## config.mk

```make
export PLATFORM = sky130hd
export DESIGN_NAME = fp_mul_booth_seq
export DESIGN_NICKNAME = d
export VERILOG_FILES = /design/src/rtl/fp_mul_booth_seq.sv
export SDC_FILE = /design/constraint.sdc
export NUM_CORES = 1
export LEC_CHECK = 0
export ABC_AREA = 1
export BUFFER_PORTS_ARGS = -buffer_cell sky130_fd_sc_hd__buf_2
export CAP_MARGIN = 40
export CELL_PAD_IN_SITES_DETAIL_PLACEMENT = 1
export CELL_PAD_IN_SITES_GLOBAL_PLACEMENT = 2
export CORE_MARGIN = 2
export CORE_UTILIZATION = 32
export CTS_BUF_LIST = sky130_fd_sc_hd__clkbuf_2
export CTS_CLUSTER_DIAMETER = 50
export CTS_CLUSTER_SIZE = 24
export DETAILED_ROUTE_END_ITERATION = 16
export PLACE_DENSITY = 0.85
export SYNTH_ARGS = -nofsm -noshare
export SYNTH_HDL_FRONTEND = slang
export SYNTH_SLANG_ARGS = --single-unit
```

## constraint.sdc

```tcl
create_clock -name clk -period 4.2 [get_ports clk]
set_input_delay 0.21 -clock clk [delete_from_list [all_inputs] [get_ports clk]]
set_output_delay 0.21 -clock clk [all_outputs]
set_load 0.01 [all_outputs]
```

## src/rtl/fp_mul_booth_seq.sv

```systemverilog
// Sequential radix-4 Booth significand multiplier: 24x24 -> exact 48-bit product, one digit per cycle.
// Optional macro BOOTH_ZERO_SKIP_EN: a zero operand bypasses BUSY and goes straight to DONE.
module fp_mul_booth_seq (
  input  logic        clk,
  input  logic        rst_n,
  input  logic        in_valid,
  output logic        in_ready,
  input  logic [23:0] man_X,
  input  logic [23:0] man_Y,
  input  logic        sign_in,
  input  logic [2:0]  r_mode_in,
  output logic        out_valid,
  input  logic        out_ready,
  output logic [47:0] frc_Z_full,
  output logic        norm_n,
  output logic        sign_Z,
  output logic [2:0]  r_mode
);

  typedef enum logic [1:0] {
    S_IDLE = 2'd0,
    S_BUSY = 2'd1,
    S_DONE = 2'd2
  } state_t;

  state_t      state_q, state_d;
  logic [23:0] mx_q, mx_d;
  logic [23:0] my_q, my_d;
  logic [3:0]  cnt_q, cnt_d;
  logic [49:0] acc_q, acc_d;
  logic        sign_cap_q, sign_cap_d;
  logic [2:0]  rmode_cap_q, rmode_cap_d;
  logic [47:0] frc_q, frc_d;
  logic        norm_q, norm_d;
  logic        sign_z_q, sign_z_d;
  logic [2:0]  rmode_q, rmode_d;

  // Multiplier zero-extended to 26 bits with the implicit y[-1]=0 below bit 0.
  logic [26:0] y_ext;
  logic [4:0]  sel_idx;
  logic [2:0]  trip;
  logic [25:0] pp;
  logic [49:0] term;
  logic [49:0] acc_sum;

  assign y_ext   = {2'b00, my_q, 1'b0};
  assign sel_idx = {cnt_q, 1'b0};
  assign trip    = y_ext[sel_idx +: 3];

  always_comb begin
    pp = 26'd0;
    case (trip)
      3'b001, 3'b010: pp = {2'b00, mx_q};
      3'b011:         pp = {1'b0, mx_q, 1'b0};
      3'b100:         pp = 26'd0 - {1'b0, mx_q, 1'b0};
      3'b101, 3'b110: pp = 26'd0 - {2'b00, mx_q};
      default:        pp = 26'd0;
    endcase
  end

  // Partial product weighted by 4^i; the sign extension keeps negative digits exact.
  assign term    = {{24{pp[25]}}, pp} << sel_idx;
  assign acc_sum = acc_q + term;

  always_comb begin
    state_d     = state_q;
    mx_d        = mx_q;
    my_d        = my_q;
    cnt_d       = cnt_q;
    acc_d       = acc_q;
    sign_cap_d  = sign_cap_q;
    rmode_cap_d = rmode_cap_q;
    frc_d       = frc_q;
    norm_d      = norm_q;
    sign_z_d    = sign_z_q;
    rmode_d     = rmode_q;
    case (state_q)
      S_IDLE: begin
        if (in_valid) begin
          mx_d        = man_X;
          my_d        = man_Y;
          sign_cap_d  = sign_in;
          rmode_cap_d = r_mode_in;
          acc_d       = 50'd0;
          cnt_d       = 4'd0;
          state_d     = S_BUSY;
`ifdef BOOTH_ZERO_SKIP_EN
          if ((man_X == 24'd0) || (man_Y == 24'd0)) begin
            state_d  = S_DONE;
            frc_d    = 48'd0;
            norm_d   = 1'b0;
            sign_z_d = sign_in;
            rmode_d  = r_mode_in;
          end
`endif
        end
      end
      S_BUSY: begin
        acc_d = acc_sum;
        cnt_d = cnt_q + 4'd1;
        if (cnt_q == 4'd12) begin
          state_d  = S_DONE;
          cnt_d    = 4'd0;
          frc_d    = acc_sum[47:0];
          norm_d   = acc_sum[47];
          sign_z_d = sign_cap_q;
          rmode_d  = rmode_cap_q;
        end
      end
      S_DONE: begin
        if (out_ready) begin
          state_d = S_IDLE;
        end
      end
      default: state_d = S_IDLE;
    endcase
  end

  always_ff @(posedge clk or negedge rst_n) begin
    if (!rst_n) begin
      state_q     <= S_IDLE;
      mx_q        <= 24'd0;
      my_q        <= 24'd0;
      cnt_q       <= 4'd0;
      acc_q       <= 50'd0;
      sign_cap_q  <= 1'b0;
      rmode_cap_q <= 3'd0;
      frc_q       <= 48'd0;
      norm_q      <= 1'b0;
      sign_z_q    <= 1'b0;
      rmode_q     <= 3'd0;
    end else begin
      state_q     <= state_d;
      mx_q        <= mx_d;
      my_q        <= my_d;
      cnt_q       <= cnt_d;
      acc_q       <= acc_d;
      sign_cap_q  <= sign_cap_d;
      rmode_cap_q <= rmode_cap_d;
      frc_q       <= frc_d;
      norm_q      <= norm_d;
      sign_z_q    <= sign_z_d;
      rmode_q     <= rmode_d;
    end
  end

  assign in_ready   = (state_q == S_IDLE);
  assign out_valid  = (state_q == S_DONE);
  assign frc_Z_full = frc_q;
  assign norm_n     = norm_q;
  assign sign_Z     = sign_z_q;
  assign r_mode     = rmode_q;

endmodule

```

Yosys cells after proc, flatten, opt, wreduce, memory -nomap -nowiden
Cells that the tools add are included.
Cells by class
  add/subtract/negate cells: 4
  multiplexer cells: 10
  reduce and logical (&&, ||, !) cells: 8
  equal/unequal tests: 12
  shift-type cells: 2
Operator list (count)
  $pmux 26 s4: 1
  $pmux 50 s2: 1
  $add 50x50->50: 1
  $mux 50: 1
  $shl 50x5->50: 1
  $shiftx 27x6->3: 1
  $sub 1x25->26 const A: 1
  $sub 1x24->25 const A: 1
  $eq 3x3->1 const B: 3
  $mux 4: 2
  $pmux 4 s2: 1
  $eq 3x2->1 const B: 2
  $mux 2: 3
  $pmux 2 s3: 1
  $reduce_and 2->1: 3
  $add 4x1->4 const B: 1
  $eq 4x4->1 const B: 1
  $ne 2x2->1 const B: 2
  $reduce_or 2->1: 2
  $eq 3x1->1 const B: 1
  $reduce_and 3->1: 1
  $eq 2x1->1 const B: 1
  $eq 2x2->1 const B: 1
  $logic_not 2->1: 1
  2 further kinds: 2
Storage, ports and cells
  register bits after elaboration: 161
  output and inout port bits: 55
  input port bits: 56
  word-level logic and storage cells: 47

Depth between registers and ports, before layout
Gate-level depths: netlist of the first run.
  word-level depth: 7
  depth in mapped cells: 36

Least setup slack after synthesis of the first run
OpenSTA, ideal clock, no wires.
  path kind: reg2reg
  start point: reg cnt_q[1]
  end point: reg frc_q[38], in the netlist frc_Z_full[38]
  path slack: 74 ps
  stages on the path, launching flop included: 29
  arrival time: 3992 ps
  cells stage by stage: dfrtp_1 > buf_6 > inv_2 > buf_6 > o21ai_1 > o22ai_1 > nand2_1 > nand2_2 > nand2_4 > nor2_4 > inv_2 > buf_6 > o2111ai_1 > nand2_1 > o21ai_2 > nand2_1 > nor3_1 > ha_1 > nand3_1 > nand3_1 > a31oi_1 > o21ai_1 > a21oi_1 > o21ai_0 > a21boi_0 > nor2_1 > nor2_1 > xor2_1 > o21ai_0
Between the ends
  cells in the longest elaborated chain, start to end: 6
  elaborated cells between the ends (all ways): 14
RTL lines
  start: declaration: line 29  | logic [3:0] cnt_q, cnt_d;
  start signal: assignment: line 136  | cnt_q <= cnt_d;
  $shiftx 27x6->3: line 48  | assign trip = y_ext[sel_idx +: 3];
  $eq 3x3->1, or another cell as far along: line 52  | case (trip)
  $reduce_or 2->1: line 52
  $pmux 26 s4: line 52
  $shl 50x5->50: line 62  | assign term = {{24{pp[25]}}, pp} << sel_idx;
  $add 50x50->50: line 63  | assign acc_sum = acc_q + term;
  end signal: assignment: line 140  | frc_q <= frc_d;
  end: declaration: line 33  | logic [47:0] frc_q, frc_d;
Several ways; a longest one is shown, not always the timed one.
A chain may end at the register's enable or synchronous reset.

Worst setup path in the final report of the first run
  start point: reg cnt_q[0]
  end point: reg frc_q[47], in the netlist frc_Z_full[47]
Same word-level chain as after synthesis.

==> metrics.md, run 1 <==
| Metric | Value |
|---|---|
| Worst min path class | input port to register |
| Register area share after synthesis | 33.92% |
| DRT iter0 DRCs | 875 |
| Largest cells by area after synthesis | dfrtp_1, nand2_1, nand3_1 |
| DR pass1 iterations | 5 |
| Nets | 2391 |
| Vias in the first global route | 15.93k |
| Final WS setup | -759.8 ps |
| Area leader, netlist | dfrtp_1 |
| Distinct cells, synth | 57 |
| Max stage delay cell, worst path | dfrtp_2 |
| Clock-pin slew on the worst setup and hold paths | 260 ps |
| Core region area | 0.03574 mm² |
| RSZ-0062 raised after global routing | yes |
| Via Count | 14.76k |
| FILL cells | 4297 |
| Max Cap Viol | 0 |
| Worst Path Class, Setup | register to register |
| DRT Wirelength | 58.60 mm |
| Setup violators final | 80 |
| Worst EP required | 5030 ps |
| Setup TNS | -39690 ps |
| Failing checks | negative setup slack |
| Dpl hpwl | 35.57 mm |
| Status | complete, but fails checks |
| Port-buffer cells | 110 |
| CTS tree | yes |
| Max Freq | 0.2016 GHz |
| Yosys warnings | 0 |
| CP startpoint kind | register |
| Wire length per cell | 21.23 µm |
| Total gr overflow | 0 |
| Worst EP arrival | 5790 ps |
| Num rows | 69 |
| Final ANT Viol Nets | 0 |
| Area share of the largest cell type after synthesis | 33.92% |
| Placer Congestion | 0.8999 |
| IO Pins | 111 |
| DR vias/cell | 5.347 |
| Clock sinks | 158 |
| Worst slew pin tran | 810.8 ps |
| Maximum fanout along the worst path | 8 |
| Die Area | 0.03797 mm² |
| Initial Util | 32.62% |
| Most used cell, CP | nand3_2 |
| Post-synthesis area per instance | 7.035 µm² |
| First-pass GRT wire length | 86.85 mm |
| Total GRT Usage | 28.96% |
| Clock buffer depth | 2 |
| Post-Syn Instances | 1657 |
| DRC | 0 |
| Net Count, Synth | 1764 |
| Pin count of the biggest net entering global routing | 95 |
| CTS root buf | clkbuf_2 |
| Synthesized cell area | 0.01166 mm² |
| Width of the die | 194.9 µm |
| Post-synth EDFFs | 0 |
| Final Cycle Share | 118.1% |
| Synth Flop Type | dfrtp_1 |
| CP Capture Type | register |
| Area grow syn2layout | 71.30% |
| Final Slew Violations | 0 |
| Buffers plus inverters on the worst setup path | 9 |
| Final design utilization | 55.87% |
| Storage cell area | 0.003955 mm² |
| Placed cell area | 0.01514 mm² |
| Hold Violations, Final | 0 |
| H-Tree Depth | 4 |
| Final cell area excluding filler cells | 0.01997 mm² |
| Die Ht | 194.9 µm |
| Crit path time final | 4960 ps |
| Worst skew pair latency | 920 ps |
| Initial antenna violation count | 2 |
| Ys async rst share | 100.0% |
| CTS Buf Count | 17 |
| Relative slew slack | 45.95% |
| Area of the multi-input gates | 0.009199 mm² |
| Crit-path leading delay family | simple AND/OR/NAND/NOR gates |
| Share of cells above drive strength 1 | 43.14% |
| Synth Register Bits | 158 |
| Slowest Stage Delay on Critical Path | 550 ps |
| Layout Skew | 67.52 ps |
-- repair_timing --
| item | 4_1_cts | 5_1_grt |
|---|---|---|
| cloned | 2 | 0 |
| gates resized for setup | 331 | 239 |
| pin swaps | 95 | 126 |
| hold buffers | 147 | 0 |
| buffers inserted | 38 | 35 |
| endpoints found under the hold margin | 216 | 0 |
| endpoints found under the setup margin | 80 | 85 |
-- synthesized netlist by cell type (all sizes together) (7+ instances only) --
library cell,n
inv,136
xor2,38
nor2,172
nand2,442
o22ai,17
a21oi,122
nand3,165
buf,38
dfrtp,158
mux2,10
o21ai,140
o211ai,13
o31ai,7
nor3,14
a22o,7
nand4,31
xnor2,17
clkbuf,31
a31oi,12
ha,50
-- metrics by stage --
step                setup WS, ps  hold WS (ps)  std cells
CTS                       -434.4         19.86       2725
floorplan                  73.87        -85.59       1657
global placement          -860.6         368.0       2508
finish                    -759.8         138.9       2760
detailed placement         -1001         24.48       2510
global route              -972.5         103.6       2760
-- worst min-delay path, cell delays in order --
cell           delay [ps]
dlygate4sd3_1         530
buf_2                 100
nor2_1                 40
a21oi_1               100
-- state kept, by name, summed over array words and instances (netlist names) --
signal       flops
acc_q           48
frc_Z_full      48
mx_q            24
my_q            24
cnt_q            4
r_mode           3
rmode_cap_q      3
state_q          2
sign_Z           1
sign_cap_q       1
-- area by class of cell --
| class | instances | area share [%] |
|---|---|---|
| well taps | 461 | 2.888 |
| clock inverters | 13 | 0.8271 |
| inverters | 140 | 2.707 |
| flip-flops and latches | 158 | 19.81 |
| diodes | 2 | 0.02506 |
| repair buffers | 676 | 27.21 |
| multi-input cells | 1291 | 46.07 |
| clock buffers | 19 | 0.4762 |
-- final timing paths --
kind	start	cells past startpoint	endpoint	slack, ps
max	cnt_q[0]$_DFFE_PN0P_	35	frc_Z_full[47]$_DFFE_PN0P_	-760
min	man_X[3]	4	mx_q[3]$_DFFE_PN0P_	140
max reg2reg	cnt_q[0]$_DFFE_PN0P_	35	frc_Z_full[47]$_DFFE_PN0P_	-760
min reg2reg	frc_Z_full[42]$_DFFE_PN0P_	2	frc_Z_full[42]$_DFFE_PN0P_	520
max in group asynchronous	rst_n	5	state_q[1]$_DFFE_PN0P_	2600
min in group asynchronous	rst_n	3	my_q[4]$_DFFE_PN0P_	350
-- cells in the final DEF, fill, tap and decap left out, drive strengths merged, types with 3 or more instances in the layout --
cell,instances
xor2,38
nor2,172
clkbuf,19
o211ai,13
a21o,6
nand2,443
bufinv,3
o31ai,7
nand4,31
a31oi,12
xnor2,17
o21a,3
buf,529
a22o,7
mux2,10
nand3b,4
nand3,165
a21oi,122
clkinvlp,3
ha,50
nor3,14
dfrtp,158
o21ai,140
o22ai,17
dlygate4sd3,147
inv,139
clkinv,8
or2,4
-- cells by family (layout without fill, tap and decap cells) --
family	Yosys count	in the layout	share of synthesized area, %
flip-flops	158	158	33.92
AND/OR/NAND/NOR	836	837	30.93
multiplexers	10	10	0.9660
XOR/XNOR	55	55	4.132
other	0	2	0
buffers and inverters	209	848	7.653
adder cells (fa/ha/maj)	51	51	5.538
AO/OA/AOI/OAI	338	338	16.86
-- routing by layer --
layer / global-route usage, % / vias to the layer above / share of wire (%)
met5: 0 / - / 0
met4: 7.916 / 0 / 3.5
met3: 3.817 / 142 / 3.4
met2: 53.38 / 393 / 52
met1: 35.28 / 7424 / 41
li1: - / 6800 / -
Power of run 1 is not shown: default switching activity piles up to over one toggle a cycle in this logic, so the estimate is an artifact.
==> run 2: changes to the inputs <==
--- a/config.mk
+++ b/config.mk
@@ -17,6 +17,7 @@
 export CTS_CLUSTER_SIZE = 24
 export DETAILED_ROUTE_END_ITERATION = 16
 export PLACE_DENSITY = 0.85
+export SKIP_LAST_GASP = 1
 export SYNTH_ARGS = -nofsm -noshare
 export SYNTH_HDL_FRONTEND = slang
 export SYNTH_SLANG_ARGS = --single-unit
==> metrics.md, run 2 (synthesized netlist as in run 1, its figures left out) <==
| Metric | Value |
|---|---|
| Status | complete, but fails checks |
| Failing checks | negative setup slack |
| Max Cap Viol | 0 |
| Maximum fanout along the worst path | 8 |
| Nets | 2382 |
| Total GRT Usage | 28.88% |
| H-Tree Depth | 4 |
| Final ANT Viol Nets | 0 |
| Worst skew pair latency | 930 ps |
| CP startpoint kind | register |
| Commonest non-fill, non-tap cells in the layout | buf_4, nand2_1, dfrtp_1 |
| CTS tree | yes |
| DRT iter0 DRCs | 854 |
| Max stage delay cell, worst path | dfrtp_2 |
| Share of cells above drive strength 1 | 42.53% |
| Placer Congestion | 0.8999 |
| Relative slew slack | 42.62% |
| Initial Util | 32.62% |
| IO Pins | 111 |
| Commonest non-fill, non-tap cell in the layout | buf_4 |
| Worst slew pin tran | 860.8 ps |
| FILL cells | 4316 |
| Area grow syn2layout | 70.57% |
| Worst EP arrival | 5710 ps |
| Die Area | 0.03797 mm² |
| First-pass GRT wire length | 86.69 mm |
| RSZ-0062 raised after global routing | yes |
| Final Cycle Share | 116.4% |
| CTS Buf Count | 17 |
| DRC | 0 |
| Die Ht | 194.9 µm |
| DR vias/cell | 5.340 |
| Worst min path class | input port to register |
| Crit path time final | 4888 ps |
| Via Count | 14.69k |
| Worst Path Class, Setup | register to register |
| Placed cell area | 0.01514 mm² |
| Placement Setup Slack | -1001 ps |
| Total gr overflow | 0 |
| Setup violators final | 78 |
| Wire length per cell | 21.05 µm |
| Pin count of the biggest net entering global routing | 95 |
| Clock-pin slew on the worst setup and hold paths | 290 ps |
| DR pass1 iterations | 5 |
| Final Slew Violations | 0 |
| Hold Slack | 133.0 ps |
| Dpl hpwl | 35.57 mm |
| Buffers plus inverters on the worst setup path | 5 |
| Hold Violations, Final | 0 |
| Max Freq | 0.2046 GHz |
| CTS root buf | clkbuf_2 |
| Clock sinks | 158 |
| CP Capture Type | register |
| Num rows | 69 |
| Area of the multi-input gates | 0.009180 mm² |
| Worst EP required | 5020 ps |
| Initial antenna violation count | 1 |
| Final cell area excluding filler cells | 0.01988 mm² |
| Vias in the first global route | 15.91k |
| Width of the die | 194.9 µm |
| Slowest Stage Delay on Critical Path | 560 ps |
| Crit-path leading delay family | compound AO/OA/AOI/OAI gates |
| DRT Wirelength | 57.87 mm |
| Clock buffer depth | 2 |
| Layout Skew | 68.09 ps |
| Port-buffer cells | 110 |
| Core region area | 0.03574 mm² |
| Storage cell area | 0.003955 mm² |
| Final WS setup | -688.4 ps |
## run 2: cell type report
type | instances | area share (%)
multi-input cells | 1291 | 46.17
repair buffers | 667 | 27.00
flip-flops and latches | 158 | 19.89
well taps | 461 | 2.901
inverters | 140 | 2.718
clock inverters | 13 | 0.8306
clock buffers | 19 | 0.4782
diodes | 1 | 0.01258
## run 2: final timing paths
check	startpoint	endpoint	cells past startpoint	slack, ps
worst min register to register	frc_Z_full[34]$_DFFE_PN0P_	frc_Z_full[34]$_DFFE_PN0P_	2	520
worst max-delay path	cnt_q[0]$_DFFE_PN0P_	frc_Z_full[41]$_DFFE_PN0P_	32	-690
worst max register to register	cnt_q[0]$_DFFE_PN0P_	frc_Z_full[41]$_DFFE_PN0P_	32	-690
worst min-delay path	man_X[3]	mx_q[3]$_DFFE_PN0P_	4	130
min in group asynchronous	rst_n	my_q[1]$_DFFE_PN0P_	3	350
max in group asynchronous	rst_n	frc_Z_full[8]$_DFFE_PN0P_	5	2570
## run 2: through the flow
stage | cells | utilization [%] | TNS (ps)
floorplan | 1657 | - | 0
global placement | 2508 | 42.22 | -37290
detailed placement | 2510 | 42.37 | -49580
CTS | 2725 | 52.22 | -19230
global route | 2750 | 55.63 | -53140
finish | 2750 | 55.63 | -37090
## run 2: worst min-delay path: stages
cell and delay [ps]:
dlygate4sd3_1 530, buf_2 100, nor2_1 40, a21oi_1 100
## run 2: routing by layer
layer	up-vias	part of all wire (%)	track usage [%]
met5	-	0	0
met4	0	2.9	8.227
met3	119	3.1	4.043
met2	337	53	52.82
met1	7439	41	35.25
li1	6790	-	-
## run 2: timing repair
item	CTS	global route
pin swaps	94	152
resized for setup	319	246
hold endpoints to repair	216	0
hold buffers	147	0
cloned	2	0
endpoints found under the setup margin	80	85
setup buffers	38	35
Power of run 2 is left out for the same reason.
==> run 3: changes to the inputs <==
--- a/config.mk
+++ b/config.mk
@@ -16,6 +16,7 @@
 export CTS_CLUSTER_DIAMETER = 50
 export CTS_CLUSTER_SIZE = 24
 export DETAILED_ROUTE_END_ITERATION = 16
+export MAX_ROUTING_LAYER = met4
 export PLACE_DENSITY = 0.85
 export SKIP_LAST_GASP = 1
 export SYNTH_ARGS = -nofsm -noshare
==> metrics.md, run 3 (synthesized netlist as in run 1, its figures left out) <==
| Metric | Value |
|---|---|
| Reg2Reg Setup Slack | -620 ps |
| Num rows | 69 |
| Dpl hpwl | 35.87 mm |
| DRT iter0 DRCs | 860 |
| Wire length per cell | 19.66 µm |
| Clock buffer depth | 2 |
| Slowest Stage Delay on Critical Path | 520 ps |
| Hold path depth | 4 |
| R2R depth | 32 |
| Max Cap Viol | 0 |
| Total GRT Usage | 28.30% |
| Final Slew Violations | 0 |
| IO Pins | 111 |
| CTS tree | yes |
| DR vias/cell | 5.194 |
| Status | complete, but fails checks |
| Failing checks | negative setup slack |
| DRC | 0 |
| Max Freq | 0.2075 GHz |
| Initial antenna violation count | 1 |
| Crit path time final | 4819 ps |
| Die Area | 0.03797 mm² |
| Setup violators final | 78 |
| Clock sinks | 158 |
| Relative slew slack | 45.03% |
| Via Count | 13.96k |
| Hold Slack | 72.46 ps |
| RSZ-0062 raised after global routing | yes |
| Commonest non-fill, non-tap cell in the layout | buf_4 |
| First-pass GRT wire length | 82.25 mm |
| Placement Setup Slack | -959.8 ps |
| Maximum fanout along the worst path | 10 |
| CTS Buf Count | 17 |
| Worst EP required | 5010 ps |
| CP startpoint kind | register |
| DRT Wirelength | 52.82 mm |
| Initial Util | 32.62% |
| Placer Congestion | 0.9131 |
| Worst skew pair latency | 950 ps |
| Nets | 2320 |
| Final ANT Viol Nets | 0 |
| Setup TNS | -32700 ps |
| Layout Skew | 73.38 ps |
| Worst slew pin tran | 824.6 ps |
| Most used cell, CP | nor2_1 |
| Worst EP arrival | 5630 ps |
| Pin count of the biggest net entering global routing | 87 |
| H-Tree Depth | 4 |
| Hold Violations, Final | 0 |
| Final WS setup | -619.1 ps |
| Commonest non-fill, non-tap cells in the layout | buf_4, nand2_1, dfrtp_1 |
| Port-buffer cells | 110 |
| Max stage delay cell, worst path | dfrtp_2 |
| Worst Path Class, Setup | register to register |
| Width of the die | 194.9 µm |
| Vias in the first global route | 15.27k |
| Area grow syn2layout | 58.56% |
| Clock-pin slew on the worst setup and hold paths | 290 ps |
| Worst min path class | input port to register |
| Total gr overflow | 0 |
| CP Capture Type | register |
| Final Cycle Share | 114.7% |
| Share of cells above drive strength 1 | 39.64% |
| Die Ht | 194.9 µm |
| DR pass1 iterations | 5 |
| Core region area | 0.03574 mm² |
| CTS root buf | clkbuf_2 |
-- run 3: cell count changes in the layout (fill, tap and decap cells not counted), sizes merged --
cell,change
inv,+2
clkinv,-4
clkinvlp,+3
buf,+4
dlygate4sd3,-66
clkbuf,-2
-- run 3: final timing paths --
path                                             from                    endpoint
hold / removal                              man_X[18]        mx_q[18]$_DFFE_PN0P_
setup reg to reg                 cnt_q[1]$_DFFE_PN0P_  frc_Z_full[38]$_DFFE_PN0P_
min in group asynchronous                       rst_n         my_q[4]$_DFFE_PN0P_
setup / recovery                 cnt_q[1]$_DFFE_PN0P_  frc_Z_full[38]$_DFFE_PN0P_
max in group asynchronous                       rst_n        acc_q[7]$_DFFE_PN0P_
hold reg to reg            rmode_cap_q[2]$_DFFE_PN0P_       r_mode[2]$_DFFE_PN0P_
-- run 3: through the flow --
| step | cell area (µm²) | std cells | util, % |
|---|---|---|---|
| 2_1_floorplan | 11660 | 1657 | - |
| 3_3_place_gp | 15110 | 2511 | 42.28 |
| 3_5_place_dp | 15140 | 2512 | 42.36 |
| 4_1_cts | 17840 | 2667 | 49.91 |
| 5_1_grt | 18480 | 2687 | 51.72 |
| 6_report | 18480 | 2687 | 51.72 |
-- run 3: layout make-up --
| cell class | count | area, µm² |
|---|---|---|
| Clock inverter | 14 | 182.7 |
| Multi-Input combinational cell | 1291 | 8489 |
| Antenna cell | 1 | 2.502 |
| Clock buffer | 17 | 85.08 |
| Timing Repair Buffer | 605 | 4636 |
| Sequential cell | 158 | 3958 |
| Fill cell | 4409 | 17260 |
| Tap cell | 461 | 576.8 |
| Inverter | 140 | 554.3 |
-- run 3: per-layer routing --
metal / wire length (µm) / GRT usage (%) / up-vias
li1: - / - / 6646
met5: 0 / - / -
met1: 22680 / 33.52 / 6985
met2: 27290 / 49.42 / 245
met3: 1644 / 4.737 / 79
met4: 1210 / 8.142 / 0
-- run 3: critical path, delay by kind of cell (launching register included) --
kind                       cells  cell delay (ps)
and+or+nand+nor               15             1780
xor gates and xnor gates       1              220
AOI/OAI and AO/OA              9             1150
adders and majority gates      1              250
DFF                            1              520
buffers and inverters          6              790
-- run 3: timing repair --
item,CTS,global route
hold buffers,81,0
setup endpoints to repair,80,84
pin swaps,58,67
endpoints found under the hold margin,216,0
gates resized for setup,270,114
buffers inserted,42,18
gates cloned,1,0
Power of run 3 is left out for the same reason.
